[src/rtl/valu_pkg.sv]
// rtl/valu_pkg.sv - shared VALU definitions: modes, widths, compressor tree sizing
// Mode encodings and constant functions that size the 3:2 carry-save tree.
package valu_pkg;

   typedef enum logic [1:0] {
      MODE_SUM   = 2'd0,
      MODE_ACC   = 2'd1,
      MODE_LOAD  = 2'd2,
      MODE_CLEAR = 2'd3
   } mode_e;

   function automatic int out_width(input int width, input int guard);
      return width + guard;
   endfunction

   // Each level turns every full group of three rows into two and passes the rest through.
   function automatic int level_count(input int n, input int lvl);
      int c;
      c = n;
      for (int i = 0; i < lvl; i++) begin
         c = 2 * (c / 3) + (c % 3);
      end
      return c;
   endfunction

   function automatic int tree_depth(input int n);
      int c;
      int d;
      c = n;
      d = 0;
      for (int i = 0; i < 16; i++) begin
         if (c > 2) begin
            c = 2 * (c / 3) + (c % 3);
            d = d + 1;
         end
      end
      return d;
   endfunction

endpackage

[src/rtl/csa_3to2_vec.sv]
// rtl/csa_3to2_vec.sv - W-bit 3:2 carry-save compressor row
// Carry vector is pre-shifted into place; the carry leaving the top bit is reported on lost.
module csa_3to2_vec #(
   parameter int W = 32
) (
   input  logic [W-1:0] a,
   input  logic [W-1:0] b,
   input  logic [W-1:0] c,
   output logic [W-1:0] sum,
   output logic [W-1:0] carry,
   output logic         lost
);

   logic [W-1:0] co;

   for (genvar i = 0; i < W; i++) begin : g_bit
      fulladder u_fa (
         .a  (a[i]),
         .b  (b[i]),
         .ci (c[i]),
         .s  (sum[i]),
         .co (co[i])
      );
   end

   assign carry = {co[W-2:0], 1'b0};
   assign lost  = co[W-1];

endmodule

[src/rtl/fulladder.sv]
// rtl/fulladder.sv - single-bit full adder cell
// Shared leaf cell of the carry-save rows.
module fulladder (
   input  logic a,
   input  logic b,
   input  logic ci,
   output logic s,
   output logic co
);

   assign s  = a ^ b ^ ci;
   assign co = (a & b) | (ci & (a ^ b));

endmodule

[src/rtl/csa_accum_pipe.sv]
// rtl/csa_accum_pipe.sv - multi-operand carry-save adder with accumulator, 2-stage elastic pipe
// Stage 1 compresses NUM_OPS operands to sum/carry rows; stage 2 folds in the accumulator and resolves.
module csa_accum_pipe
   import valu_pkg::*;
#(
   parameter  int WIDTH   = 24,
   parameter  int NUM_OPS = 4,
   parameter  int GUARD   = 8,
   localparam int OUT_W   = out_width(WIDTH, GUARD)
) (
   input  logic                     clk,
   input  logic                     rst,
   input  logic                     in_valid,
   output logic                     in_ready,
   input  logic [NUM_OPS*WIDTH-1:0] in_ops,
   input  logic [1:0]               in_mode,
   output logic                     out_valid,
   input  logic                     out_ready,
   output logic [OUT_W-1:0]         out_sum,
   output logic                     out_ovf,
   output logic [OUT_W-1:0]         acc_value
);

   localparam int DEPTH = tree_depth(NUM_OPS);

   // tree[l][k] is row k entering level l; tree[DEPTH][0..1] are the final sum/carry rows.
   logic [OUT_W-1:0]            tree [0:DEPTH][0:NUM_OPS-1];
   logic [DEPTH:0][NUM_OPS-1:0] lost;

   for (genvar k = 0; k < NUM_OPS; k++) begin : g_ext
      assign tree[0][k] = OUT_W'(in_ops[k*WIDTH +: WIDTH]);
   end

   assign lost[DEPTH] = '0;

   for (genvar l = 0; l < DEPTH; l++) begin : g_lvl
      localparam int CNT = level_count(NUM_OPS, l);
      localparam int NG  = CNT / 3;
      localparam int REM = CNT % 3;

      for (genvar k = 0; k < NUM_OPS; k++) begin : g_row
         if (k < NG) begin : g_csa
            csa_3to2_vec #(.W(OUT_W)) u_csa (
               .a     (tree[l][3*k]),
               .b     (tree[l][3*k+1]),
               .c     (tree[l][3*k+2]),
               .sum   (tree[l+1][2*k]),
               .carry (tree[l+1][2*k+1]),
               .lost  (lost[l][k])
            );
         end else begin : g_nocsa
            assign lost[l][k] = 1'b0;
         end

         if (k >= 2*NG && k < 2*NG + REM) begin : g_pass
            assign tree[l+1][k] = tree[l][k+NG];
         end else if (k >= 2*NG + REM) begin : g_zero
            assign tree[l+1][k] = '0;
         end
      end
   end

   logic             s1_valid_q, s1_valid_d;
   logic [OUT_W-1:0] s1_s_q, s1_s_d;
   logic [OUT_W-1:0] s1_c_q, s1_c_d;
   logic             s1_lost_q, s1_lost_d;
   mode_e            s1_mode_q, s1_mode_d;

   logic             out_valid_q, out_valid_d;
   logic [OUT_W-1:0] out_sum_q, out_sum_d;
   logic             out_ovf_q, out_ovf_d;
   logic [OUT_W-1:0] acc_q, acc_d;

   logic             s1_adv;
   logic             in_fire;
   logic [OUT_W-1:0] addend;
   logic [OUT_W-1:0] s2_s;
   logic [OUT_W-1:0] s2_c;
   logic             s2_lost;
   logic [OUT_W:0]   cpa;
   logic [OUT_W-1:0] res_sum;
   logic             res_ovf;

   csa_3to2_vec #(.W(OUT_W)) u_csa_s2 (
      .a     (s1_s_q),
      .b     (s1_c_q),
      .c     (addend),
      .sum   (s2_s),
      .carry (s2_c),
      .lost  (s2_lost)
   );

   always_comb begin
      s1_adv  = s1_valid_q && (!out_valid_q || out_ready);
      in_fire = in_valid && (!s1_valid_q || s1_adv);

      s1_valid_d = s1_valid_q;
      s1_s_d     = s1_s_q;
      s1_c_d     = s1_c_q;
      s1_lost_d  = s1_lost_q;
      s1_mode_d  = s1_mode_q;
      if (in_fire) begin
         s1_valid_d = 1'b1;
         s1_s_d     = tree[DEPTH][0];
         s1_c_d     = tree[DEPTH][1];
         s1_lost_d  = |lost;
         s1_mode_d  = mode_e'(in_mode);
      end else if (s1_adv) begin
         s1_valid_d = 1'b0;
      end

      addend = (s1_mode_q == MODE_ACC) ? acc_q : '0;
      cpa    = {1'b0, s2_s} + {1'b0, s2_c};

      // Any carry dropped off the top of either compressor stage means the true sum overflowed.
      if (s1_mode_q == MODE_CLEAR) begin
         res_sum = '0;
         res_ovf = 1'b0;
      end else begin
         res_sum = cpa[OUT_W-1:0];
         res_ovf = cpa[OUT_W] | s2_lost | s1_lost_q;
      end

      out_valid_d = out_valid_q;
      out_sum_d   = out_sum_q;
      out_ovf_d   = out_ovf_q;
      acc_d       = acc_q;
      if (s1_adv) begin
         out_valid_d = 1'b1;
         out_sum_d   = res_sum;
         out_ovf_d   = res_ovf;
         case (s1_mode_q)
            MODE_ACC, MODE_LOAD: acc_d = res_sum;
            MODE_CLEAR:          acc_d = '0;
            default:             acc_d = acc_q;
         endcase
      end else if (out_ready) begin
         out_valid_d = 1'b0;
      end
   end

   always_ff @(posedge clk or posedge rst) begin
      if (rst) begin
         s1_valid_q  <= 1'b0;
         s1_s_q      <= '0;
         s1_c_q      <= '0;
         s1_lost_q   <= 1'b0;
         s1_mode_q   <= MODE_SUM;
         out_valid_q <= 1'b0;
         out_sum_q   <= '0;
         out_ovf_q   <= 1'b0;
         acc_q       <= '0;
      end else begin
         s1_valid_q  <= s1_valid_d;
         s1_s_q      <= s1_s_d;
         s1_c_q      <= s1_c_d;
         s1_lost_q   <= s1_lost_d;
         s1_mode_q   <= s1_mode_d;
         out_valid_q <= out_valid_d;
         out_sum_q   <= out_sum_d;
         out_ovf_q   <= out_ovf_d;
         acc_q       <= acc_d;
      end
   end

   assign in_ready  = !s1_valid_q || s1_adv;
   assign out_valid = out_valid_q;
   assign out_sum   = out_sum_q;
   assign out_ovf   = out_ovf_q;
   assign acc_value = acc_q;

endmodule

[config.mk]
export PLATFORM = sky130hd
export DESIGN_NAME = csa_accum_pipe
export DESIGN_NICKNAME = d
export VERILOG_FILES = /design/src/rtl/valu_pkg.sv /design/src/rtl/csa_3to2_vec.sv /design/src/rtl/fulladder.sv /design/src/rtl/csa_accum_pipe.sv
export SDC_FILE = /design/constraint.sdc
export NUM_CORES = 1
export LEC_CHECK = 0
export ABC_AREA = 1
export BUFFER_PORTS_ARGS = -buffer_cell sky130_fd_sc_hd__buf_2
export CORE_UTILIZATION = 61
export DETAILED_ROUTE_END_ITERATION = 8
export GPL_TIMING_DRIVEN = 0
export PLACE_DENSITY = 0.85
export RECOVER_POWER = 50
export SETUP_SLACK_MARGIN = 0.4
export SLEW_MARGIN = 20
export SYNTH_ARGS = -nofsm -noshare
export SYNTH_HDL_FRONTEND = slang
export SYNTH_SLANG_ARGS = --single-unit
[constraint.sdc]
create_clock -name clk -period 6.9 [get_ports clk]
set_input_delay 0.69 -clock clk [delete_from_list [all_inputs] [get_ports clk]]
set_output_delay 0.69 -clock clk [all_outputs]
set_load 0.02 [all_outputs]
==> results.json <==
{
  "finish.net_count": 1498,
  "clock_latency_ns": 0.43,
  "place_congestion": 0.961,
  "die_height_um": 120,
  "rsz0062_at_grt": "false",
  "cts_tree": "yes",
  "io_pins": 169,
  "drc": 0,
  "tns_ns": 0,
  "power.total_mw": 3.93,
  "p_leak_nw": 5.67,
  "critPathMaxFanout": 10,
  "power_density_nw_per_um2": 385,
  "placementRows": 42,
  "cts.sinks": 118,
  "synthTopCellsByArea": "dfrtp_1 35%, fa_1 17%, nand2_1 15%",
  "core_region_area_um2": 13500,
  "clock_path_buffers": 2,
  "grt.overflow.total": 0,
  "netlist.area_leader.share_pct": 34.6,
  "outcome": "finished, violations left",
  "hold_ws_ns": 0.472,
  "syn_area_per_cell_um2": 7.70,
  "start_util_pct": 63.5,
  "cts_hold_buf": 0,
  "hpwl_mm": 18.7,
  "period_minus_slack_ns": 3.97,
  "dieArea_um2": 14500,
  "viasPerCell": 5.35,
  "tightestPinTransition_ns": 2.08,
  "period_share_pct": 57.6,
  "numPortBuffers": 168,
  "vias": 7951,
  "fmax_mhz": 252,
  "clock_skew_ns": 0.0141,
  "totalWireLength_mm": 24.1,
  "avgRoutedWirePerCell_um": 16.2,
  "antenna_found_initial": 0,
  "violations": "capacitance limit, slew limit",
  "drv_cap": 1,
  "syn2layout_area_growth_pct": 19.7,
  "arrival_ns": 4.28,
  "synth_top_cell_by_area": "dfrtp_1",
  "synth.cell_area_um2": 8540,
  "holdCritPathClass": "reg2reg",
  "ant_nets": 0,
  "setup_viol": 0,
  "drive_above_1_share_pct": 16.8,
  "clk_pin_slew_ns": 0.06,
  "cts_setup_buffers": 0,
  "finalMaxSlewViolations": 48,
  "slew_headroom_pct": -39.5,
  "grt_max_degree": 72,
  "post_cts_resized": 0,
  "peakVddDrop_uv": 220,
  "ys_seq_elements": 118,
  "syn-num-nets": 1310,
  "synth_warnings": 0,
  "n_antenna_cell": 0,
  "synth-seq-area-share_pct": 34.6,
  "cts_htree_levels": 4,
  "drt-initial-drc-count": 662,
  "grt_pass1_vias": 8039,
  "synthDistinctLibCells": 34,
  "finalHoldViolCount": 0,
  "crit_required_ns": 7.21,
  "firstDrtPassIters": 6,
  "start_kind": "register",
  "end_kind": "register",
  "critPathKind": "reg2reg",
  "cts-buffers-inserted": 17,
  "syn_inst": 1109,
  "die_w_um": 120,
  "grt_usage_pct": 36.0,
  "grt_pass1_wl_mm": 39.4,
  "root_buffer": "clkbuf_16"
}
## Yosys cell counts (all sizes together)
library cell  number
or2                6
inv              218
a21boi             8
dfrtp            118
clkinv             1
nand3             42
a21oi             25
and2               2
buf                5
nor2              77
nand4             17
clkbuf            23
o21bai             2
mux2               2
nor3               7
o21a               1
ha                27
nand3b             5
nand2            346
o21ai            104
a21o               1
fa                72
## worst paths after layout
path	slack, ns	start	cells past startpoint	endpoint
setup / recovery	2.93	s1_mode_q[1]$_DFFE_PP0P_	16	acc_value[29]$_DFFE_PP0P_
hold / removal	0.47	out_sum[28]$_DFFE_PP0P_	2	out_sum[28]$_DFFE_PP0P_
setup reg to reg	2.93	s1_mode_q[1]$_DFFE_PP0P_	16	acc_value[29]$_DFFE_PP0P_
hold reg to reg	0.47	out_sum[28]$_DFFE_PP0P_	2	out_sum[28]$_DFFE_PP0P_
max in group asynchronous	5.06	rst	3	s1_c_q[19]$_DFFE_PP0P_
min in group asynchronous	0.80	rst	2	acc_value[5]$_DFFE_PP0P_
## power by group
part	total (mW)	switching [mW]	leakage (nW)	internal, mW
combinational	1.95	1.32	3.89	0.632
sequential	1.07	0.168	1.49	0.898
clock	0.912	0.329	0.291	0.583
## per-layer routing
metal	global-route usage, %	part of all wire [%]	vias up	wire (µm)
met3	8.73	8.5	62	2050
met4	14.6	2.9	0	710
met1	46.8	42	3757	10100
li1	-	-	3757	-
met5	0	0	-	0
met2	58.0	47	375	11200
## critical path, cell delays in order (launching register included)
cell and delay, ns:
dfrtp_1 0.42, inv_2 0.08, nand2_2 0.09, buf_4 0.24
clkbuf_1 0.53, nor2_1 0.22, fa_1 0.53, ha_1 0.44
nand2_1 0.14, nor2_1 0.25, nand2_1 0.18, nor3_1 0.21
nand2_1 0.13, nand2_1 0.12, nand2_1 0.07, nand3_1 0.10
nand2_1 0.08
## cells in the final DEF, fill, tap and decap left out, types with 5 or more instances in the layout
cell         n
fa_1        72
a21oi_1     23
a21boi_0     8
o21ai_0    102
nand4_1     17
inv_1      214
nand2_1    337
clkbuf_1    40
ha_1        27
dfrtp_1    118
clkinv_2     5
buf_2      155
nor2_1      69
nor3_1       5
clkbuf_16   17
nand3_1     40
nand2_2      8
nand3b_1     5
## stage by stage
step	cell area, µm²	util [%]	instances	setup slack [ns]
5_1_grt	10200	76.0	1486	2.62
3_5_place_dp	9640	71.6	1454	3.09
3_3_place_gp	9610	71.4	1453	1.91
2_1_floorplan	8540	-	1109	3.08
6_report	10200	76.0	1486	2.93
4_1_cts	10200	76.2	1486	3.02
## cells by family (layout without fill, tap and decap cells)
kind of cell | after synthesis | in the layout | synth area share (%)
compound gates | 141 | 141 | 8.70
flops | 118 | 118 | 34.6
fa+ha+maj | 99 | 99 | 20.8
buf+inv | 247 | 448 | 10.9
simple gates | 502 | 502 | 24.7
mux | 2 | 2 | 0.264
## final cells by class
cell class / instances / area (µm²)
Clock inverter: 13 / 154
Inverter: 219 / 823
Timing Repair Buffer: 169 / 852
Clock buffer: 19 / 453
Sequential cell: 118 / 2950
Fill cell: 1034 / 3230
Multi-Input combinational cell: 744 / 4660
Buffer: 28 / 109
Tap cell: 176 / 220
## registers in the layout, summed over array words and instances, names as in the netlist
| signal | count |
|---|---|
| s1_c_q | 24 |
| out_valid | 1 |
| acc_value | 32 |
| s1_s_q | 25 |
| out_ovf | 1 |
| out_sum | 32 |
| s1_mode_q | 2 |
| s1_valid_q | 1 |
(Power assumes the default switching activity.)
